===== src/rtl/riscv_alu_pkg.sv =====
// ---------------------------------------------------------------------------
// riscv_alu_pkg
// Shared definitions for the execute-stage ALU:
//   - XLEN_DEFAULT       default operand/result width
//   - ALU_ADD..ALU_SRA   3-bit op codes, same encoding as alu_control emits
//   - alu_state_t        FSM encoding (ST_IDLE / ST_SHIFT) used by the
//                        serial-shift build of ex_alu_stage
//   - is_shift_op()      true for SLL/SRL/SRA
// ---------------------------------------------------------------------------
package riscv_alu_pkg;

    localparam int XLEN_DEFAULT = 32;

    localparam logic [2:0] ALU_ADD = 3'd0;
    localparam logic [2:0] ALU_SUB = 3'd1;
    localparam logic [2:0] ALU_AND = 3'd2;
    localparam logic [2:0] ALU_OR  = 3'd3;
    localparam logic [2:0] ALU_SLT = 3'd4;
    localparam logic [2:0] ALU_SLL = 3'd5;
    localparam logic [2:0] ALU_SRL = 3'd6;
    localparam logic [2:0] ALU_SRA = 3'd7;

    typedef enum logic {
        ST_IDLE  = 1'b0,
        ST_SHIFT = 1'b1
    } alu_state_t;

    function automatic logic is_shift_op(input logic [2:0] op);
        return (op == ALU_SLL) || (op == ALU_SRL) || (op == ALU_SRA);
    endfunction

endpackage


===== src/rtl/ex_alu_stage_if.sv =====
// ---------------------------------------------------------------------------
// ex_alu_stage_if
// Bundles the ID/EX input handshake, the flush line and the EX/MEM output
// handshake of the execute stage.
//   Input side : in_valid, in_ready, alu_ctrl, op_a, op_b, rd, reg_write
//   Control    : flush
//   Output side: out_valid, out_ready, out_result, out_zero, out_rd,
//                out_reg_write
// Modports:
//   master - the pipeline around the stage (drives operands, flush, out_ready)
//   slave  - the execute stage itself
// ---------------------------------------------------------------------------
interface ex_alu_stage_if
    import riscv_alu_pkg::*;
#(
    parameter int XLEN = XLEN_DEFAULT
);
    logic            in_valid;
    logic            in_ready;
    logic [2:0]      alu_ctrl;
    logic [XLEN-1:0] op_a;
    logic [XLEN-1:0] op_b;
    logic [4:0]      rd;
    logic            reg_write;
    logic            flush;
    logic            out_valid;
    logic            out_ready;
    logic [XLEN-1:0] out_result;
    logic            out_zero;
    logic [4:0]      out_rd;
    logic            out_reg_write;

    modport master (
        output in_valid, alu_ctrl, op_a, op_b, rd, reg_write, flush, out_ready,
        input  in_ready, out_valid, out_result, out_zero, out_rd, out_reg_write
    );

    modport slave (
        input  in_valid, alu_ctrl, op_a, op_b, rd, reg_write, flush, out_ready,
        output in_ready, out_valid, out_result, out_zero, out_rd, out_reg_write
    );

endinterface


===== src/rtl/alu_core.sv =====
// ---------------------------------------------------------------------------
// alu_core
// Purely combinational RV32-style ALU: result and zero flag for all eight
// op codes.
// Parameters:
//   XLEN    operand/result width
//   BARREL  1: shifts use a single-cycle barrel shifter
//           0: shift ops return op_a unchanged (the shift-by-zero result);
//              used when shifting is done serially elsewhere
// Ports:
//   alu_ctrl in  3     op code (riscv_alu_pkg ALU_*)
//   op_a     in  XLEN  first operand
//   op_b     in  XLEN  second operand, low log2(XLEN) bits are the shamt
//   result   out XLEN  ALU result
//   zero     out 1     result == 0
// ---------------------------------------------------------------------------
module alu_core
    import riscv_alu_pkg::*;
#(
    parameter int XLEN   = XLEN_DEFAULT,
    parameter bit BARREL = 1'b1
) (
    input  logic [2:0]      alu_ctrl,
    input  logic [XLEN-1:0] op_a,
    input  logic [XLEN-1:0] op_b,
    output logic [XLEN-1:0] result,
    output logic            zero
);

    logic signed [XLEN-1:0] a_s;
    logic signed [XLEN-1:0] b_s;
    logic        [XLEN-1:0] sll_r;
    logic        [XLEN-1:0] srl_r;
    logic        [XLEN-1:0] sra_r;

    assign a_s = op_a;
    assign b_s = op_b;

    generate
        if (BARREL) begin : g_barrel
            localparam int SHW = $clog2(XLEN);
            logic [SHW-1:0] shamt;

            // Upper op_b bits are ignored for shifts.
            assign shamt = op_b[SHW-1:0];
            assign sll_r = op_a << shamt;
            assign srl_r = op_a >> shamt;
            assign sra_r = a_s >>> shamt;
        end else begin : g_no_barrel
            assign sll_r = op_a;
            assign srl_r = op_a;
            assign sra_r = op_a;
        end
    endgenerate

    always_comb begin
        result = '0;
        case (alu_ctrl)
            ALU_ADD: result = op_a + op_b;
            ALU_SUB: result = op_a - op_b;
            ALU_AND: result = op_a & op_b;
            ALU_OR:  result = op_a | op_b;
            ALU_SLT: result = {{(XLEN-1){1'b0}}, (a_s < b_s)};
            ALU_SLL: result = sll_r;
            ALU_SRL: result = srl_r;
            ALU_SRA: result = sra_r;
            default: result = '0;
        endcase
    end

    assign zero = (result == '0);

endmodule


===== src/rtl/ex_alu_stage.sv =====
// ---------------------------------------------------------------------------
// ex_alu_stage
// Execute stage of the 5-stage RISC-V pipeline. Computes the ALU result and
// zero flag for the op from ID/EX and holds it in a one-entry EX/MEM output
// register behind a valid/ready handshake. rd and reg_write ride along.
//
// Build option:
//   SERIAL_SHIFT_EN  defined   : SLL/SRL/SRA with shamt > 0 run on a
//                                1-bit-per-cycle shifter (SHIFT state +
//                                counter), stalling ID/EX while busy.
//                    undefined : every op, shifts included, completes in one
//                                cycle through the barrel shifter.
//
// Ports:
//   clk    in  single clock, rising edge
//   rst_n  in  asynchronous active-low reset
//   bus    ex_alu_stage_if.slave:
//            in_valid/in_ready   ID/EX handshake (in_ready is combinational
//                                from state and out_ready)
//            alu_ctrl, op_a, op_b, rd, reg_write   instruction fields
//            flush               kills the presented input and any serial
//                                shift in progress; the held output stays
//            out_valid/out_ready EX/MEM handshake
//            out_result, out_zero, out_rd, out_reg_write   registered outputs
// ---------------------------------------------------------------------------
module ex_alu_stage
    import riscv_alu_pkg::*;
#(
    parameter int XLEN = XLEN_DEFAULT
) (
    input  logic          clk,
    input  logic          rst_n,
    ex_alu_stage_if.slave bus
);

    logic            out_free;
    logic            accept;
    logic            load;
    logic [XLEN-1:0] load_result;
    logic            load_zero;
    logic [4:0]      load_rd;
    logic            load_reg_write;
    logic [XLEN-1:0] core_result;
    logic            core_zero;

    logic            vld_p1;
    logic [XLEN-1:0] result_p1;
    logic            zero_p1;
    logic [4:0]      rd_p1;
    logic            reg_write_p1;

    // The output entry can take a new result if empty or draining this cycle.
    assign out_free = !vld_p1 || bus.out_ready;
    // A flush discards whatever is presented in the same cycle.
    assign accept   = bus.in_valid && bus.in_ready && !bus.flush;

`ifdef SERIAL_SHIFT_EN
    localparam bit USE_BARREL = 1'b0;
`else
    localparam bit USE_BARREL = 1'b1;
`endif

    alu_core #(
        .XLEN   (XLEN),
        .BARREL (USE_BARREL)
    ) u_alu_core (
        .alu_ctrl (bus.alu_ctrl),
        .op_a     (bus.op_a),
        .op_b     (bus.op_b),
        .result   (core_result),
        .zero     (core_zero)
    );

`ifdef SERIAL_SHIFT_EN
    localparam int SHW = $clog2(XLEN);

    alu_state_t      state_q;
    alu_state_t      state_d;
    logic [SHW-1:0]  cnt_q;
    logic [XLEN-1:0] sh_data_q;
    logic [2:0]      sh_op_q;
    logic [4:0]      sh_rd_q;
    logic            sh_reg_write_q;
    logic [XLEN-1:0] sh_next;
    logic            start_shift;
    logic            shift_done;
    logic            ready_int;

    function automatic logic [XLEN-1:0] shift_step(input logic [2:0]      op,
                                                   input logic [XLEN-1:0] v);
        case (op)
            ALU_SLL: return {v[XLEN-2:0], 1'b0};
            ALU_SRA: return {v[XLEN-1], v[XLEN-1:1]};
            default: return {1'b0, v[XLEN-1:1]};
        endcase
    endfunction

    // Shift by zero is just op_a, so it goes through the one-cycle path.
    assign start_shift = accept && is_shift_op(bus.alu_ctrl)
                         && (bus.op_b[SHW-1:0] != '0);
    assign sh_next     = shift_step(sh_op_q, sh_data_q);

    always_ff @(posedge clk or negedge rst_n) begin
        if (!rst_n) begin
            state_q <= ST_IDLE;
        end else begin
            state_q <= state_d;
        end
    end

    always_comb begin
        state_d = state_q;
        case (state_q)
            ST_IDLE: begin
                if (start_shift) begin
                    state_d = ST_SHIFT;
                end
            end
            ST_SHIFT: begin
                if (bus.flush || (cnt_q == SHW'(1))) begin
                    state_d = ST_IDLE;
                end
            end
            default: state_d = ST_IDLE;
        endcase
    end

    always_comb begin
        ready_int  = 1'b0;
        shift_done = 1'b0;
        case (state_q)
            ST_IDLE:  ready_int  = out_free;
            // The last shift step is the one that writes the output entry.
            ST_SHIFT: shift_done = !bus.flush && (cnt_q == SHW'(1));
            default: begin
                ready_int  = 1'b0;
                shift_done = 1'b0;
            end
        endcase
    end

    assign bus.in_ready = ready_int;

    always_ff @(posedge clk or negedge rst_n) begin
        if (!rst_n) begin
            cnt_q <= '0;
        end else if (bus.flush) begin
            cnt_q <= '0;
        end else if (start_shift) begin
            cnt_q <= bus.op_b[SHW-1:0];
        end else if (state_q == ST_SHIFT) begin
            cnt_q <= cnt_q - SHW'(1);
        end
    end

    // ---- serial shift stage: operand and sideband latched at accept ----
    always_ff @(posedge clk) begin
        if (start_shift) begin
            sh_data_q      <= bus.op_a;
            sh_op_q        <= bus.alu_ctrl;
            sh_rd_q        <= bus.rd;
            sh_reg_write_q <= bus.reg_write;
        end else if (state_q == ST_SHIFT) begin
            sh_data_q <= sh_next;
        end
    end

    // While SHIFT is busy in_ready is low, so the two load sources never
    // coincide and the output entry is already empty at completion.
    assign load = (accept && !start_shift) || shift_done;

    always_comb begin
        if (shift_done) begin
            load_result    = sh_next;
            load_zero      = (sh_next == '0);
            load_rd        = sh_rd_q;
            load_reg_write = sh_reg_write_q;
        end else begin
            load_result    = core_result;
            load_zero      = core_zero;
            load_rd        = bus.rd;
            load_reg_write = bus.reg_write;
        end
    end
`else
    assign bus.in_ready   = out_free;
    assign load           = accept;
    assign load_result    = core_result;
    assign load_zero      = core_zero;
    assign load_rd        = bus.rd;
    assign load_reg_write = bus.reg_write;
`endif

    // ---- EX/MEM output register (p1) ----
    always_ff @(posedge clk or negedge rst_n) begin
        if (!rst_n) begin
            vld_p1       <= 1'b0;
            result_p1    <= '0;
            zero_p1      <= 1'b0;
            rd_p1        <= '0;
            reg_write_p1 <= 1'b0;
        end else if (load) begin
            vld_p1       <= 1'b1;
            result_p1    <= load_result;
            zero_p1      <= load_zero;
            rd_p1        <= load_rd;
            reg_write_p1 <= load_reg_write;
        end else if (vld_p1 && bus.out_ready) begin
            vld_p1 <= 1'b0;
        end
    end

    assign bus.out_valid     = vld_p1;
    assign bus.out_result    = result_p1;
    assign bus.out_zero      = zero_p1;
    assign bus.out_rd        = rd_p1;
    assign bus.out_reg_write = reg_write_p1;

endmodule


===== src/flat_wrapper.sv =====
// flat-port wrapper written by rule: the top's interface ports become plain ports
module ex_alu_stage_flat import riscv_alu_pkg::*;
#(
    parameter int XLEN = XLEN_DEFAULT
)
  (clk, rst_n, bus_in_valid, bus_alu_ctrl, bus_op_a, bus_op_b, bus_rd, bus_reg_write, bus_flush, bus_out_ready, bus_in_ready, bus_out_valid, bus_out_result, bus_out_zero, bus_out_rd, bus_out_reg_write);
  ex_alu_stage_if #(.XLEN(XLEN)) bus_i ();
  input  logic clk;
  input  logic rst_n;
  input wire logic [$bits(bus_i.in_valid)-1:0] bus_in_valid;
  input wire logic [$bits(bus_i.alu_ctrl)-1:0] bus_alu_ctrl;
  input wire logic [$bits(bus_i.op_a)-1:0] bus_op_a;
  input wire logic [$bits(bus_i.op_b)-1:0] bus_op_b;
  input wire logic [$bits(bus_i.rd)-1:0] bus_rd;
  input wire logic [$bits(bus_i.reg_write)-1:0] bus_reg_write;
  input wire logic [$bits(bus_i.flush)-1:0] bus_flush;
  input wire logic [$bits(bus_i.out_ready)-1:0] bus_out_ready;
  output wire logic [$bits(bus_i.in_ready)-1:0] bus_in_ready;
  output wire logic [$bits(bus_i.out_valid)-1:0] bus_out_valid;
  output wire logic [$bits(bus_i.out_result)-1:0] bus_out_result;
  output wire logic [$bits(bus_i.out_zero)-1:0] bus_out_zero;
  output wire logic [$bits(bus_i.out_rd)-1:0] bus_out_rd;
  output wire logic [$bits(bus_i.out_reg_write)-1:0] bus_out_reg_write;
  assign bus_i.in_valid = bus_in_valid;
  assign bus_i.alu_ctrl = bus_alu_ctrl;
  assign bus_i.op_a = bus_op_a;
  assign bus_i.op_b = bus_op_b;
  assign bus_i.rd = bus_rd;
  assign bus_i.reg_write = bus_reg_write;
  assign bus_i.flush = bus_flush;
  assign bus_i.out_ready = bus_out_ready;
  assign bus_in_ready = bus_i.in_ready;
  assign bus_out_valid = bus_i.out_valid;
  assign bus_out_result = bus_i.out_result;
  assign bus_out_zero = bus_i.out_zero;
  assign bus_out_rd = bus_i.out_rd;
  assign bus_out_reg_write = bus_i.out_reg_write;
  ex_alu_stage #(.XLEN(XLEN)) u_core (.clk(clk), .rst_n(rst_n), .bus(bus_i));
endmodule

===== config.mk =====
export PLATFORM = sky130hd
export DESIGN_NAME = ex_alu_stage_flat
export DESIGN_NICKNAME = d
export VERILOG_FILES = /design/src/rtl/riscv_alu_pkg.sv /design/src/rtl/ex_alu_stage_if.sv /design/src/rtl/alu_core.sv /design/src/rtl/ex_alu_stage.sv /design/src/flat_wrapper.sv
export SDC_FILE = /design/constraint.sdc
export NUM_CORES = 1
export LEC_CHECK = 0
export ABC_AREA = 1
export ABC_CLOCK_PERIOD_IN_PS = 3650
export BUFFER_PORTS_ARGS = -buffer_cell sky130_fd_sc_hd__buf_2
export CAP_MARGIN = 30
export CORE_MARGIN = 8
export CORE_UTILIZATION = 30
export CTS_BUF_LIST = sky130_fd_sc_hd__clkbuf_4 sky130_fd_sc_hd__clkbuf_8
export DETAILED_ROUTE_END_ITERATION = 7
export GPL_ROUTABILITY_DRIVEN = 0
export GPL_TIMING_DRIVEN = 1
export PLACE_DENSITY = 0.54
export SYNTH_ARGS = -nofsm -noshare
export SYNTH_HDL_FRONTEND = slang
export SYNTH_SLANG_ARGS = --single-unit

===== constraint.sdc =====
create_clock -name clk -period 3.65 [get_ports clk]
set_clock_uncertainty 0.15 [all_clocks]
set_input_delay 0.5475 -clock clk [delete_from_list [all_inputs] [get_ports clk]]
set_output_delay 0.5475 -clock clk [all_outputs]
set_load 0.01 [all_outputs]

### After elaboration in Yosys (flattened, before gate mapping)

Index checks and enable logic that the tools add are counted.

* bits in latches: 0
* memory bits (writable): 0
* bits of input ports: 78
* word-level logic and storage cells: 32
* bits in registers: 40
* ROM bits: 0
* output and inout bits: 41
* memories: 0

* multiply operators: 0
* divide/modulo/power cells: 0
* reduce and logical (&&, ||, !) cells: 9
* mux-type cells: 3
* order comparisons: 1
* shifts and indexed selects: 3
* eq/ne operators: 7
* bitwise gates (word level): 2
* add/subtract/negate cells: 2

Operators with widths (number)
* one-hot mux 32 bit (8 select lines): 1
* adder 32 bit: 1
* bitwise AND 32 bit: 1
* zero test 32 bit: 1
* less-than comparator 32 bit: 1
* OR 32 bit: 1
* << shifter 32 x 5 -> 32 bit: 1
* right shift 32 x 5 -> 32 bit: 1
* >>> shifter 32 x 5 -> 32 bit: 1
* subtractor 32 bit: 1
* == test 3 bit (second input constant): 4
* == test 3 x 2 -> 1 bit (second input constant): 2
* == test 3 x 1 -> 1 bit (second input constant): 1
* logical AND 1 bit: 3
* zero test 3 bit: 1
* zero test 1 bit: 2
* two-way mux 1 bit: 2
* nonzero test 2 bit: 1
* logical OR 1 bit: 1

### Longest topological paths before layout

* depth after elaboration: 5
* mapped depth: 27
* depth with buffers taken out: 23

### Cells and area by module

From an unflattened synthesis, not the netlist that was laid out.

* cells, all modules: 2304
* area total of the unflattened synthesis: 11692.5 um^2

Modules (own cells, without submodules)
* alu_core: times used 1, seq. area each 0.0 um^2, cells an instance 2129, area an instance 10097.2 um^2
* ex_alu_stage: times used 1, seq. area each 1001.0 um^2, cells an instance 175, area an instance 1595.3 um^2

### Least setup slack after synthesis

No wires, ideal clock.

* path type: input to register
* start point: input bus_op_b[4]
* end point: register u_core.zero_p1 (netlist: u_core.bus.out_zero)
* library setup time: 66 ps
* data required time: 3434 ps
* setup slack: 388 ps
* buffers on the path: 4
* arrival: 3047 ps
* stages on the path: 23
* cell sequence: buf_2 > inv_1 > buf_2 > buf_1 > ha_1 > buf_2 > nor2_1 > nand3_1 > nand3_1 > nand2_1 > nand2_1 > nand2_1 > nand3_1 > nand2_1 > nand3_1 > nand2_1 > nor2_1 > nand2_1 > nor2_1 > nand2_1 > nor2_1 > nand3_1 > nand2_1

* word-level cells in the longest chain between the ends: 3
* elaborated cells on any way between the ends: 10
* those cells by class: 2 x add/sub; 1 x order compare; 3 x shift; 1 x mux; 2 x bitwise; 1 x reduce/logical

RTL lines
* from (decl): RTL line flat_wrapper.sv:13 `input wire logic [$bits(bus_i.op_b)-1:0] bus_op_b;`
* subtractor 32 bit (tied with other cells): RTL line alu_core.sv:60 `ALU_SUB: result = op_a - op_b;`
* one-hot mux 32 bit (8 select lines) *: RTL line alu_core.sv:58 `case (alu_ctrl)`
* zero test 32 bit *: RTL line alu_core.sv:71 `assign zero = (result == '0);`
* to (signal assigned): RTL line ex_alu_stage.sv:205 `zero_p1 <= load_zero;`
* to (decl): RTL line ex_alu_stage.sv:48 `logic zero_p1;`

Mark *: on every way between the ends. The rest lies on a longest branch, timed or not.
A chain may end at the register's enable or synchronous reset.

### Worst setup path in the final report

* start point: input bus_op_a[11]
* end point: register u_core.zero_p1 (netlist: u_core.bus.out_zero)

* word-level cells in the longest chain between the ends: 3
* elaborated cells on any way between the ends: 10
* those cells by class: 2 x add/sub; 1 x order compare; 3 x shift; 1 x mux; 2 x bitwise; 1 x reduce/logical

RTL lines
* from (decl): RTL line flat_wrapper.sv:12 `input wire logic [$bits(bus_i.op_a)-1:0] bus_op_a;`
* subtractor 32 bit (tied with other cells): RTL line alu_core.sv:60
* one-hot mux 32 bit (8 select lines) *: RTL line alu_core.sv:58
* zero test 32 bit *: RTL line alu_core.sv:71

Marks and branches as above.

==> flow_metrics.tcl <==
set metrics [dict create \
    fmax_mhz 308 \
    drtPass1Iterations 6 \
    routed_wirelength_mm 56.4 \
    post_drt_wl_per_cell_um 20.0 \
    p_leak_nw 7.29 \
    hold_violations 0 \
    antenna_found_initial 0 \
    drt_iter0_drc 2146 \
    first_global_vias 14400 \
    core_area_mm2 0.0385 \
    rsz0062_at_grt "no" \
    num_vias 15300 \
    grt_pass1_wl_mm 84.0 \
    fin_crit_ns 3.25 \
    path_class "in -> reg" \
    fill_cells 4421 \
    initial_core_util_pct 30.2 \
    drive_above_1_share_pct 12.3 \
    finalCritPeriodShare_pct 88.9 \
    synth_fp_nets 2381 \
    dieArea_mm2 0.0453 \
    multiInputGateArea_mm2 0.00897 \
    crit_start "bus_op_a[11]" \
    dpl.hpwl_mm 47.3 \
    critPathLaunchType "input port" \
    max-slew-margin-rel_pct 39.4 \
    synth_area_mm2 0.0116 \
    syn_area_per_cell_um2 5.27 \
    avgViaCountPerCell 5.43 \
    ant_nets 0 \
    grt_usage_pct 24.1 \
    ys_ff_latch 40 \
    power.density_mw_per_mm2 226 \
    row_count 72 \
    tritoncts "yes" \
    cts_buffers 5 \
    syn_inst 2204 \
    synth_warnings 0 \
    crit_fanout 8 \
    ys_types 50 \
    areaGrowthSynthToFinish_pct 12.0 \
    grt_overflow 0 \
    die_w_um 213 \
    ir_drop_mv 0.144 \
    holdWs_ns 0.218 \
    htreeDepth 2 \
    tns_ns 0 \
    clk_latency_ns 0.30 \
    cts_setup_buffers 0 \
    holdBufCountCts 0 \
    ys_seq_area_share_pct 8.62 \
    clkTransAtPathRegs_ns 0.09 \
    cts_max_path_buffers 2 \
    clock_sink_count 40 \
    grt_max_degree 70 \
    crit_required_ns 3.74 \
    drc_errors 0 \
    seqCellArea_mm2 0.00100 \
    yosysTopAreaCellShare_pct 22.3 \
    rrSetupSlack_ns 1.85 \
    status "finished, final reports clean" \
    die_h_um 213 \
    final-max-slew-violation-count 0 \
    cts_root_buf "clkbuf_8" \
    total_power_mw 2.94 \
    tightest_slew_ns 0.909 \
    synthTopCellsByArea "nand2_1 22%, nand3_1 16%, ha_1 10%" \
    utilization_pct 33.8 \
    n_antenna_cell 0 \
    portBuffers 118 \
    hold_path_class "in -> async" \
    finalSetupViolations 0 \
    end_kind "flop" \
    cts_resized 0 \
    cp.arrival_ns 3.34 \
    pin_count 119 \
    cap_violations 0 \
    r2r-start "u_core.bus.out_valid$_DFFE_PN0P_" \
    synth_top_area_cell "nand2_1" \
    fin_nets 2478 \
]
-- report_power, final --
part	internal, mW	switching (mW)	total [mW]	leakage [nW]
clock network	0.206	0.176	0.382	0.0548
registers	0.527	0.0475	0.574	0.509
logic	0.610	1.38	1.99	6.72
-- cell families after synthesis --
group                      after synthesis  synth area share (%)
and+or+nand+nor                       1427                  54.7
buffers and inverters                  389                  14.2
AOI/OAI and AO/OA                      245                  11.4
adders and majority gates               99                  10.8
DFF                                     40                  8.62
xor gates and xnor gates                 4                 0.302
-- metal layers --
metal | vias to the layer above | GRT usage, % | wire (µm)
met2 | 842 | 40.1 | 25700
met1 | 7056 | 30.4 | 22300
met4 | 0 | 12.0 | 3260
met3 | 152 | 2.86 | 5240
met5 | - | 0 | 0
li1 | 7250 | - | -
-- cells in the final DEF, fill, tap and decap left out, types with 5 or more instances in the layout --
cell type  count
nand4_1       19
nand2_1      690
o211ai_1       7
nor2_1       230
ha_1          97
nand2_4       14
nand3_1      377
o21ai_1       18
buf_4         63
buf_2        118
a21oi_1       97
nand2_2       20
nor2_2         7
o21ai_0       92
inv_1        281
buf_12         5
nand3_2       16
o21bai_1       8
nor3_1        20
o22ai_1        9
nand3b_1       7
inv_2          8
clkbuf_8       5
dfrtp_1       40
and2_1        11
-- sequential cells by signal, summed over array words and instances (netlist names) --
| signal | flops |
|---|---|
| u_core.bus.out_result | 32 |
| u_core.bus.out_rd | 5 |
| u_core.bus.out_reg_write | 1 |
| u_core.bus.out_valid | 1 |
| u_core.bus.out_zero | 1 |
-- stage by stage --
stage	cells	instance area, µm²	setup slack (ns)
CTS	2820	13000	0.488
detailed placement	2812	12900	0.186
global placement	2812	12900	0.178
floorplan	2204	11600	0.388
finish	2820	13000	0.404
global route	2820	13000	0.224
-- worst max-delay path, cell delays in order --
cell and delay (ns):
buf_2 0.16, inv_1 0.06, ha_1 0.40, nor2_1 0.29, inv_1 0.09, nor2_1 0.26
nand2_1 0.10, nand2_1 0.08, inv_1 0.05, nand2_1 0.13, nand2_1 0.07, nand3_1 0.10
nand3_1 0.17, nor2_1 0.33, nand2_1 0.08, nor2_1 0.11, nand2_1 0.05, nor2_1 0.10
nand3_1 0.08, nand2_1 0.06
-- cells in the mapped netlist, drive strengths merged --
| master | count |
|---|---|
| inv | 291 |
| a211oi | 4 |
| nand3 | 395 |
| nor3b | 1 |
| buf | 70 |
| o22ai | 9 |
| nor2 | 239 |
| fa | 2 |
| clkbuf | 26 |
| or2 | 2 |
| nand4 | 19 |
| nand2 | 726 |
| and2 | 12 |
| xor2 | 4 |
| o221ai | 1 |
| nor3 | 25 |
| o21ai | 113 |
| and3 | 1 |
| ha | 97 |
| nand3b | 7 |
| o211ai | 7 |
| o21bai | 8 |
| dfrtp | 40 |
| a21oi | 99 |
| a31oi | 4 |
| clkinv | 2 |
-- path summary, 6_finish.rpt --
path                                                               to  depth (start not counted)
worst min register to register   u_core.bus.out_reg_write$_DFFE_PN0P_                          2
worst max-delay path                  u_core.bus.out_zero$_DFFE_PN0P_                         20
worst min-delay path                 u_core.bus.out_rd[1]$_DFFE_PN0P_                          1
worst max register to register  u_core.bus.out_result[30]$_DFFE_PN0P_                          7
min in group clk                     u_core.bus.out_rd[3]$_DFFE_PN0P_                          3
max in group asynchronous        u_core.bus.out_result[1]$_DFFE_PN0P_                          1
-- final cells by class --
type	instances	area share (%)
Inverter	293	8.51
Multi-Input combinational cell	1775	69.0
Clock inverter	3	0.356
Clock buffer	5	0.529
Tap cell	518	4.98
Timing Repair Buffer	186	8.95
Sequential cell	40	7.70
Power figures use the tool's default switching activity.
